`src/rtl/sif_xa_arbiter_pkg.sv`:
```
// Shared types and helpers for the SIF external-access arbiter.
// rr_pick is sized for the largest supported requester count and masked by n.
package sif_arb_pkg;

  localparam int DEF_AW  = 16;
  localparam int DEF_DW  = 16;
  localparam int MAX_REQ = 8;

  typedef enum logic [1:0] {
    IDLE    = 2'd0,
    XFER    = 2'd1,
    RD_WAIT = 2'd2,
    RESP    = 2'd3
  } state_e;

  typedef struct packed {
    logic       found;
    logic [2:0] idx;
  } pick_t;

  // First set bit of valid at or after ptr+1, wrapping modulo n.
  function automatic pick_t rr_pick(input logic [MAX_REQ-1:0] valid,
                                    input logic [2:0]         ptr,
                                    input int                 n);
    pick_t res;
    int    j;
    res = '0;
    for (int k = 1; k <= MAX_REQ; k++) begin
      j = (int'(ptr) + k) % n;
      if (k <= n && !res.found && valid[j[2:0]]) begin
        res.found = 1'b1;
        res.idx   = j[2:0];
      end
    end
    return res;
  endfunction

endpackage

```
`src/rtl/sif_xa_arbiter_if.sv`:
```
// SIF external-access bus. The arbiter is the master and the only driver
// of address, write data and strobes; the slave returns read data.
interface sif_xa_if
  import sif_arb_pkg::*;
#(
  parameter int AW = DEF_AW,
  parameter int DW = DEF_DW
);
  logic [AW-1:0] xa_addr;
  logic [DW-1:0] xa_data_wr;
  logic          xa_wr_s;
  logic          xa_rd_s;
  logic [DW-1:0] xa_data_rd;

  modport master (output xa_addr, xa_data_wr, xa_wr_s, xa_rd_s,
                  input  xa_data_rd);
  modport slave  (input  xa_addr, xa_data_wr, xa_wr_s, xa_rd_s,
                  output xa_data_rd);
endinterface

```
`src/rtl/sif_xa_arbiter_rr_picker.sv`:
```
// Combinational round-robin selector: lowest-distance valid requester
// after the pointer, wrapping at N.
module sif_rr_picker
  import sif_arb_pkg::*;
#(
  parameter int N  = 4,
  parameter int OW = 2
)(
  input  logic [N-1:0]  i_valid,
  input  logic [OW-1:0] i_ptr,
  output logic [OW-1:0] o_idx,
  output logic          o_found
);
  pick_t              w_pick;
  logic [MAX_REQ-1:0] w_valid;

  always_comb begin
    w_valid         = '0;
    w_valid[N-1:0]  = i_valid;
    w_pick          = rr_pick(w_valid, 3'(i_ptr), N);
    o_idx           = OW'(w_pick.idx);
    o_found         = w_pick.found;
  end
endmodule

```
`src/rtl/sif_xa_arbiter.sv`:
```
// Round-robin arbiter sharing one SIF xa bus between N_REQ single-word
// requesters, with bounded write bursts and read-data return routing.
module sif_xa_arbiter
  import sif_arb_pkg::*;
#(
  parameter int N_REQ     = 4,
  parameter int AW        = DEF_AW,
  parameter int DW        = DEF_DW,
  parameter int RD_LAT    = 2,
  parameter int BURST_MAX = 4,
  localparam int OW       = (N_REQ > 1) ? $clog2(N_REQ) : 1
)(
  input  logic               clk,
  input  logic               rst,
  input  logic [N_REQ-1:0]   req_valid,
  input  logic [N_REQ-1:0]   req_wr,
  input  logic [N_REQ*AW-1:0] req_addr,
  input  logic [N_REQ*DW-1:0] req_wdata,
  output logic [N_REQ-1:0]   req_ready,
  output logic [N_REQ-1:0]   rsp_valid,
  output logic [DW-1:0]      rsp_rdata,
  sif_xa_if.master           xa,
  output logic [OW-1:0]      owner,
  output logic               busy,
  output state_e             dbg_state
);
  // Handshake: a requester holds req_valid (and its fields) steady until the
  // cycle req_ready pulses for it; that cycle is the transfer. rsp_valid is a
  // one-cycle strobe with no back-pressure.

  state_e          r_state;
  logic [OW-1:0]   r_ptr;
  logic [OW-1:0]   r_owner;
  logic [7:0]      r_burst_cnt;
  logic [2:0]      r_wait_cnt;
  logic [AW-1:0]   r_xa_addr;
  logic [DW-1:0]   r_xa_wdata;
  logic            r_xa_wr_s;
  logic            r_xa_rd_s;
  logic [N_REQ-1:0] r_rsp_valid;
  logic [DW-1:0]   r_rsp_rdata;

  logic [OW-1:0]   w_pick_idx;
  logic            w_pick_found;
  logic            w_open;
  logic            w_burst;
  logic [OW-1:0]   w_win;
  logic            w_accept;
  logic            w_win_wr;
  logic [AW-1:0]   w_win_addr;
  logic [DW-1:0]   w_win_wdata;
  logic [N_REQ-1:0] w_owner_oh;

  sif_rr_picker #(.N(N_REQ), .OW(OW)) u_picker (
    .i_valid (req_valid),
    .i_ptr   (r_ptr),
    .o_idx   (w_pick_idx),
    .o_found (w_pick_found)
  );

  always_comb begin
    // XFER only reopens arbitration when the strobe in flight is a write.
    w_open      = (r_state == IDLE) || (r_state == RESP) ||
                  ((r_state == XFER) && r_xa_wr_s);
    w_burst     = (r_state == XFER) && r_xa_wr_s &&
                  req_valid[r_owner] && req_wr[r_owner] &&
                  (32'(r_burst_cnt) < 32'(BURST_MAX - 1));
    w_win       = w_burst ? r_owner : w_pick_idx;
    w_accept    = !rst && w_open && (w_burst || w_pick_found);
    w_win_wr    = req_wr[w_win];
    w_win_addr  = req_addr[int'(w_win)*AW +: AW];
    w_win_wdata = req_wdata[int'(w_win)*DW +: DW];
    w_owner_oh  = N_REQ'(1) << r_owner;
    req_ready   = w_accept ? (N_REQ'(1) << w_win) : '0;
  end

  always_ff @(posedge clk) begin
    if (rst) begin
      r_state     <= IDLE;
      r_ptr       <= OW'(N_REQ - 1);
      r_owner     <= '0;
      r_burst_cnt <= '0;
      r_wait_cnt  <= '0;
      r_xa_addr   <= '0;
      r_xa_wdata  <= '0;
      r_xa_wr_s   <= 1'b0;
      r_xa_rd_s   <= 1'b0;
      r_rsp_valid <= '0;
      r_rsp_rdata <= '0;
    end else begin
      r_rsp_valid <= '0;
      if (w_accept) begin
        r_state     <= XFER;
        r_xa_addr   <= w_win_addr;
        r_xa_wdata  <= w_win_wdata;
        r_xa_wr_s   <= w_win_wr;
        r_xa_rd_s   <= !w_win_wr;
        r_owner     <= w_win;
        r_ptr       <= w_win;
        r_burst_cnt <= w_burst ? r_burst_cnt + 8'd1 : 8'd0;
      end else begin
        case (r_state)
          XFER: begin
            r_xa_wr_s <= 1'b0;
            r_xa_rd_s <= 1'b0;
            if (r_xa_rd_s) begin
              r_state    <= RD_WAIT;
              r_wait_cnt <= 3'(RD_LAT - 1);
            end else begin
              r_state <= IDLE;
            end
          end
          RD_WAIT: begin
            if (r_wait_cnt == 3'd0) begin
              r_rsp_rdata <= xa.xa_data_rd;
              r_rsp_valid <= w_owner_oh;
              r_state     <= RESP;
            end else begin
              r_wait_cnt <= r_wait_cnt - 3'd1;
            end
          end
          default: r_state <= IDLE;
        endcase
      end
    end
  end

  assign xa.xa_addr    = r_xa_addr;
  assign xa.xa_data_wr = r_xa_wdata;
  assign xa.xa_wr_s    = r_xa_wr_s;
  assign xa.xa_rd_s    = r_xa_rd_s;
  assign rsp_valid     = r_rsp_valid;
  assign rsp_rdata     = r_rsp_rdata;
  assign owner         = r_owner;
  assign busy          = (r_state != IDLE);
  assign dbg_state     = r_state;

endmodule

```
`src/flat_wrapper.sv`:
```
// flat-port wrapper written by rule: the top's interface ports become plain ports
module sif_xa_arbiter_flat import sif_arb_pkg::*;
#(
  parameter int N_REQ     = 4,
  parameter int AW        = DEF_AW,
  parameter int DW        = DEF_DW,
  parameter int RD_LAT    = 2,
  parameter int BURST_MAX = 4,
  localparam int OW       = (N_REQ > 1) ? $clog2(N_REQ) : 1
)
  (clk, rst, req_valid, req_wr, req_addr, req_wdata, req_ready, rsp_valid, rsp_rdata, owner, busy, dbg_state, xa_xa_addr, xa_xa_data_wr, xa_xa_wr_s, xa_xa_rd_s, xa_xa_data_rd);
  sif_xa_if #(.AW(AW), .DW(DW)) xa_i ();
  input  logic clk;
  input  logic rst;
  input  logic [N_REQ-1:0] req_valid;
  input  logic [N_REQ-1:0] req_wr;
  input  logic [N_REQ*AW-1:0] req_addr;
  input  logic [N_REQ*DW-1:0] req_wdata;
  output logic [N_REQ-1:0] req_ready;
  output logic [N_REQ-1:0] rsp_valid;
  output logic [DW-1:0] rsp_rdata;
  output logic [OW-1:0] owner;
  output logic busy;
  output state_e dbg_state;
  output wire logic [$bits(xa_i.xa_addr)-1:0] xa_xa_addr;
  output wire logic [$bits(xa_i.xa_data_wr)-1:0] xa_xa_data_wr;
  output wire logic [$bits(xa_i.xa_wr_s)-1:0] xa_xa_wr_s;
  output wire logic [$bits(xa_i.xa_rd_s)-1:0] xa_xa_rd_s;
  input wire logic [$bits(xa_i.xa_data_rd)-1:0] xa_xa_data_rd;
  assign xa_xa_addr = xa_i.xa_addr;
  assign xa_xa_data_wr = xa_i.xa_data_wr;
  assign xa_xa_wr_s = xa_i.xa_wr_s;
  assign xa_xa_rd_s = xa_i.xa_rd_s;
  assign xa_i.xa_data_rd = xa_xa_data_rd;
  sif_xa_arbiter #(.N_REQ(N_REQ), .AW(AW), .DW(DW), .RD_LAT(RD_LAT), .BURST_MAX(BURST_MAX)) u_core (.clk(clk), .rst(rst), .req_valid(req_valid), .req_wr(req_wr), .req_addr(req_addr), .req_wdata(req_wdata), .req_ready(req_ready), .rsp_valid(rsp_valid), .rsp_rdata(rsp_rdata), .xa(xa_i), .owner(owner), .busy(busy), .dbg_state(dbg_state));
endmodule
```
`config.mk`:
```
export PLATFORM = sky130hd
export DESIGN_NAME = sif_xa_arbiter_flat
export DESIGN_NICKNAME = d
export VERILOG_FILES = /design/src/rtl/sif_xa_arbiter_pkg.sv /design/src/rtl/sif_xa_arbiter_if.sv /design/src/rtl/sif_xa_arbiter_rr_picker.sv /design/src/rtl/sif_xa_arbiter.sv /design/src/flat_wrapper.sv
export SDC_FILE = /design/constraint.sdc
export NUM_CORES = 1
export LEC_CHECK = 0
export CORE_MARGIN = 3
export CORE_UTILIZATION = 40
export CTS_BUF_LIST = sky130_fd_sc_hd__clkbuf_8
export DETAILED_ROUTE_END_ITERATION = 6
export PLACE_DENSITY = 0.78
export SLEW_MARGIN = 25
export SYNTH_ARGS = -nofsm -noshare
export SYNTH_HDL_FRONTEND = slang
export SYNTH_SLANG_ARGS = --single-unit
```
`constraint.sdc`:
```
create_clock -name clk -period 7.4 [get_ports clk]
set_clock_uncertainty 0.15 [all_clocks]
set_input_delay 1.11 -clock clk [delete_from_list [all_inputs] [get_ports clk]]
set_output_delay 1.11 -clock clk [all_outputs]
set_load 0.005 [all_outputs]
```
==> run metrics <==
fillers=893; CTS H-tree depth=3; CTS clk-pin slew, worst paths=80 ps; Final Wtd Congestion=0.939; vias in the first global route=4716; layout cells sized above 1=0.0495; Sw Share=0.316; Max-cap violations=0; fmax=174 MHz; num rows=37; Synth area leader=dfxtp_1; synth top area cells=dfxtp_1 33%, nand2_1 7.2%, mux2i_1 6.5%; Logic pwr share=0.364; Port Buffers=216; Int Pwr=842 uW; drt pass-1 iters=5; r2r worst-path depth=8; worst-path maximum fanout=29; Place WS=1580 ps; Starting Density=0.413; vias=4891; post-CTS setup buffer count=0; Synth Flop Type=dfxtp_1; fin crit share=0.777; Final Hold Violating Endpoints=0; Power Dens Cells=183 nW/um^2; P&R area growth vs syn=56.1%; setup ws final=1650 ps; Arr. time, crit path=4490 ps; setup TNS=0 ps; clk sinks=71; Synth Area in XOR/XNOR=0.00203; Chip Width=110 um; Die H=110 um; initial antenna violation count=1; Resize count post-CTS=0; die area=12000 um^2; Synthesis Warnings=0; CTS max path bufs=2; Post-Synth Adder-Cell Area=0.0203; vias per cell=5.53; r2r setup slk=3730 ps; largest net degree at the start of global routing=55; CTS buffer count=9; gr ovfl total=0; min-delay src=u_core.rsp_rdata[10]; Pleak=0.00252 uW; reg2reg end=u_core.xa.xa_addr[10]; Yosys top cell area share=0.330; min cycle time layout=5750 ps; post-synthesis cell area=4310 um^2; Compound-Gate Fraction of Synth Area=0.297; Worst Tran Pin Value=849 ps; Setup CP Type=input port to output port; Root Driver=clkbuf_8; Cell variety after synth=50; Slew HR=0.433; WP data required=6140 ps; Avg WL per Cell=16.5 um; Critical Path Start Type=input port; fin nets=903; DR iter-0 viols=317; status=completed; hold path depth=2; Final HPWL DP=11.2 mm; Worst Setup End Kind=output port; Post-synth ARST share=0; NetSw=389 uW; simple-gate share of the synthesized area=0.197; later-pin clock latency in the skew report=340 ps; mux share of post-synthesis cell area=0.0677; clock share of power=0.261; largest family of logic cells by synthesized area=compound AO/OA/AOI/OAI gates; worst r2r src=u_core.r_ptr[0]; register area share after synthesis=0.330; final setup violation count=0; Routed WL=14.6 mm; Mean Syn Cell Area=7.74 um^2; Final Max Slew Viols=0; Hold Buf Count CTS=0; HP Class=flip-flop to flip-flop; gr usage total=0.237; VDD IR max=87.8 uV; RSZ-0062 raised after global routing=false; ANT nets after route=0; # DRC=0; commonest cells in the netlist=83 x nand2_1, 71 x dfxtp_1, 41 x inv_1; Ports=217; Synth Instances=556; hold endpoint=u_core.rsp_rdata[10]; Flop pwr share=0.374; #FFs+latches synth=71; TritonCTS clock tree=built; Core ar.=10400 um^2; net count after synthesis=717; most instantiated library cell after synthesis=nand2_1; first-pass GRT wire length=23.0 mm; number of synthesized flops with an enable pin=0
critical path: stages:
cell and delay [ps]:
clkdlybuf4s50_1 550, nand2b_1 170, a21o_1 640, and3_1 490
buf_4 350, a21o_2 560, nor2_1 110, clkdlybuf4s50_1 470
metal layers:
metal / track usage / vias up / share of wire
met5: 0 / - / 0
met4: 0.0721 / 0 / 0.024
met3: 0.0335 / 22 / 0.069
met2: 0.415 / 210 / 0.50
met1: 0.301 / 2257 / 0.41
li1: - / 2402 / -
how the worst max path moves through the flow:
stage	slack (ps)	cells after the start	from	to
3_5_place_dp	1580	8	req_valid[2]	req_ready[0]
2_1_floorplan	3530	8	req_wr[0]	req_ready[0]
3_3_place_gp	1690	8	req_valid[2]	req_ready[0]
6_report	1650	8	req_valid[1]	req_ready[3]
5_1_grt	1380	8	req_valid[1]	req_ready[3]
4_1_cts	1560	8	req_valid[2]	req_ready[0]
registers in the layout, summed over array words and instances (netlist names):
register and flops:
u_core.rsp_rdata 16, u_core.xa.xa_addr 16, u_core.xa.xa_data_wr 16, u_core.r_burst_cnt 8
u_core.rsp_valid 4, u_core.r_wait_cnt 3, u_core.dbg_state 2, u_core.owner 2
u_core.r_ptr 2, u_core.xa.xa_rd_s 1, u_core.xa.xa_wr_s 1
through the flow:
step	power (uW)	instances	utilization	hold slack (ps)	instance area [um^2]
final	1230	884	0.645	307	6720
after global routing	1300	884	0.645	334	6720
after CTS	1240	883	0.644	306	6710
after detailed placement	916	867	0.624	295	6500
after global placement	906	867	0.624	292	6500
after floorplan	691	556	-	287	4310
power groups by stage:
stage / registers [uW] / clock network (uW) / logic, uW
finish: 461 / 322 / 449
global route: 466 / 346 / 488
CTS: 461 / 327 / 449
detailed placement: 468 / 0 / 448
global placement: 468 / 0 / 438
floorplan: 464 / 0 / 227
logic make-up (layout without fill, tap and decap cells):
kind of cell / Yosys count / in the layout
AOI/OAI and AO/OA: 178 / 178
xor gates and xnor gates: 1 / 1
adders and majority gates: 7 / 7
buffers and inverters: 90 / 281
DFF: 71 / 71
muxes: 29 / 29
other: 0 / 1
and+or+nand+nor: 180 / 180
layout make-up:
class	instances	area, um^2	share of cell area
inverter	41	154	0.0229
sequential	71	1420	0.212
timing repair buffer	224	2220	0.331
tap	136	170	0.0253
antenna	1	2.50	0.000372
multi-input combinational	395	2540	0.379
clock buffer	10	138	0.0205
clock inverter	6	67.6	0.0101
cells in the final DEF, fill, tap and decap left out, types with 2 or more instances in the layout:
cell | Yosys | final
clkdlybuf4s50_1 | 0 | 216
a41oi_1 | 2 | 2
o2bb2ai_1 | 28 | 28
and3b_1 | 3 | 3
nand4_1 | 29 | 29
nand2b_1 | 2 | 2
a21o_1 | 3 | 2
a311oi_1 | 5 | 5
buf_4 | 2 | 8
a21oi_1 | 21 | 21
nor2_1 | 36 | 35
nor3_1 | 5 | 5
a31oi_1 | 3 | 3
a2111oi_0 | 5 | 5
dfxtp_1 | 71 | 71
nand2_1 | 83 | 82
nor4_1 | 2 | 2
and2_1 | 7 | 7
o211ai_1 | 28 | 28
clkbuf_8 | 0 | 10
a311o_1 | 2 | 2
inv_1 | 41 | 41
a211oi_1 | 36 | 36
and3_1 | 4 | 3
mux2i_1 | 28 | 28
o21ai_1 | 2 | 2
clkinvlp_4 | 0 | 2
ha_1 | 7 | 7
nor2b_1 | 3 | 3
o21ai_0 | 31 | 29
Note: power is estimated with default switching activity, not from simulation.
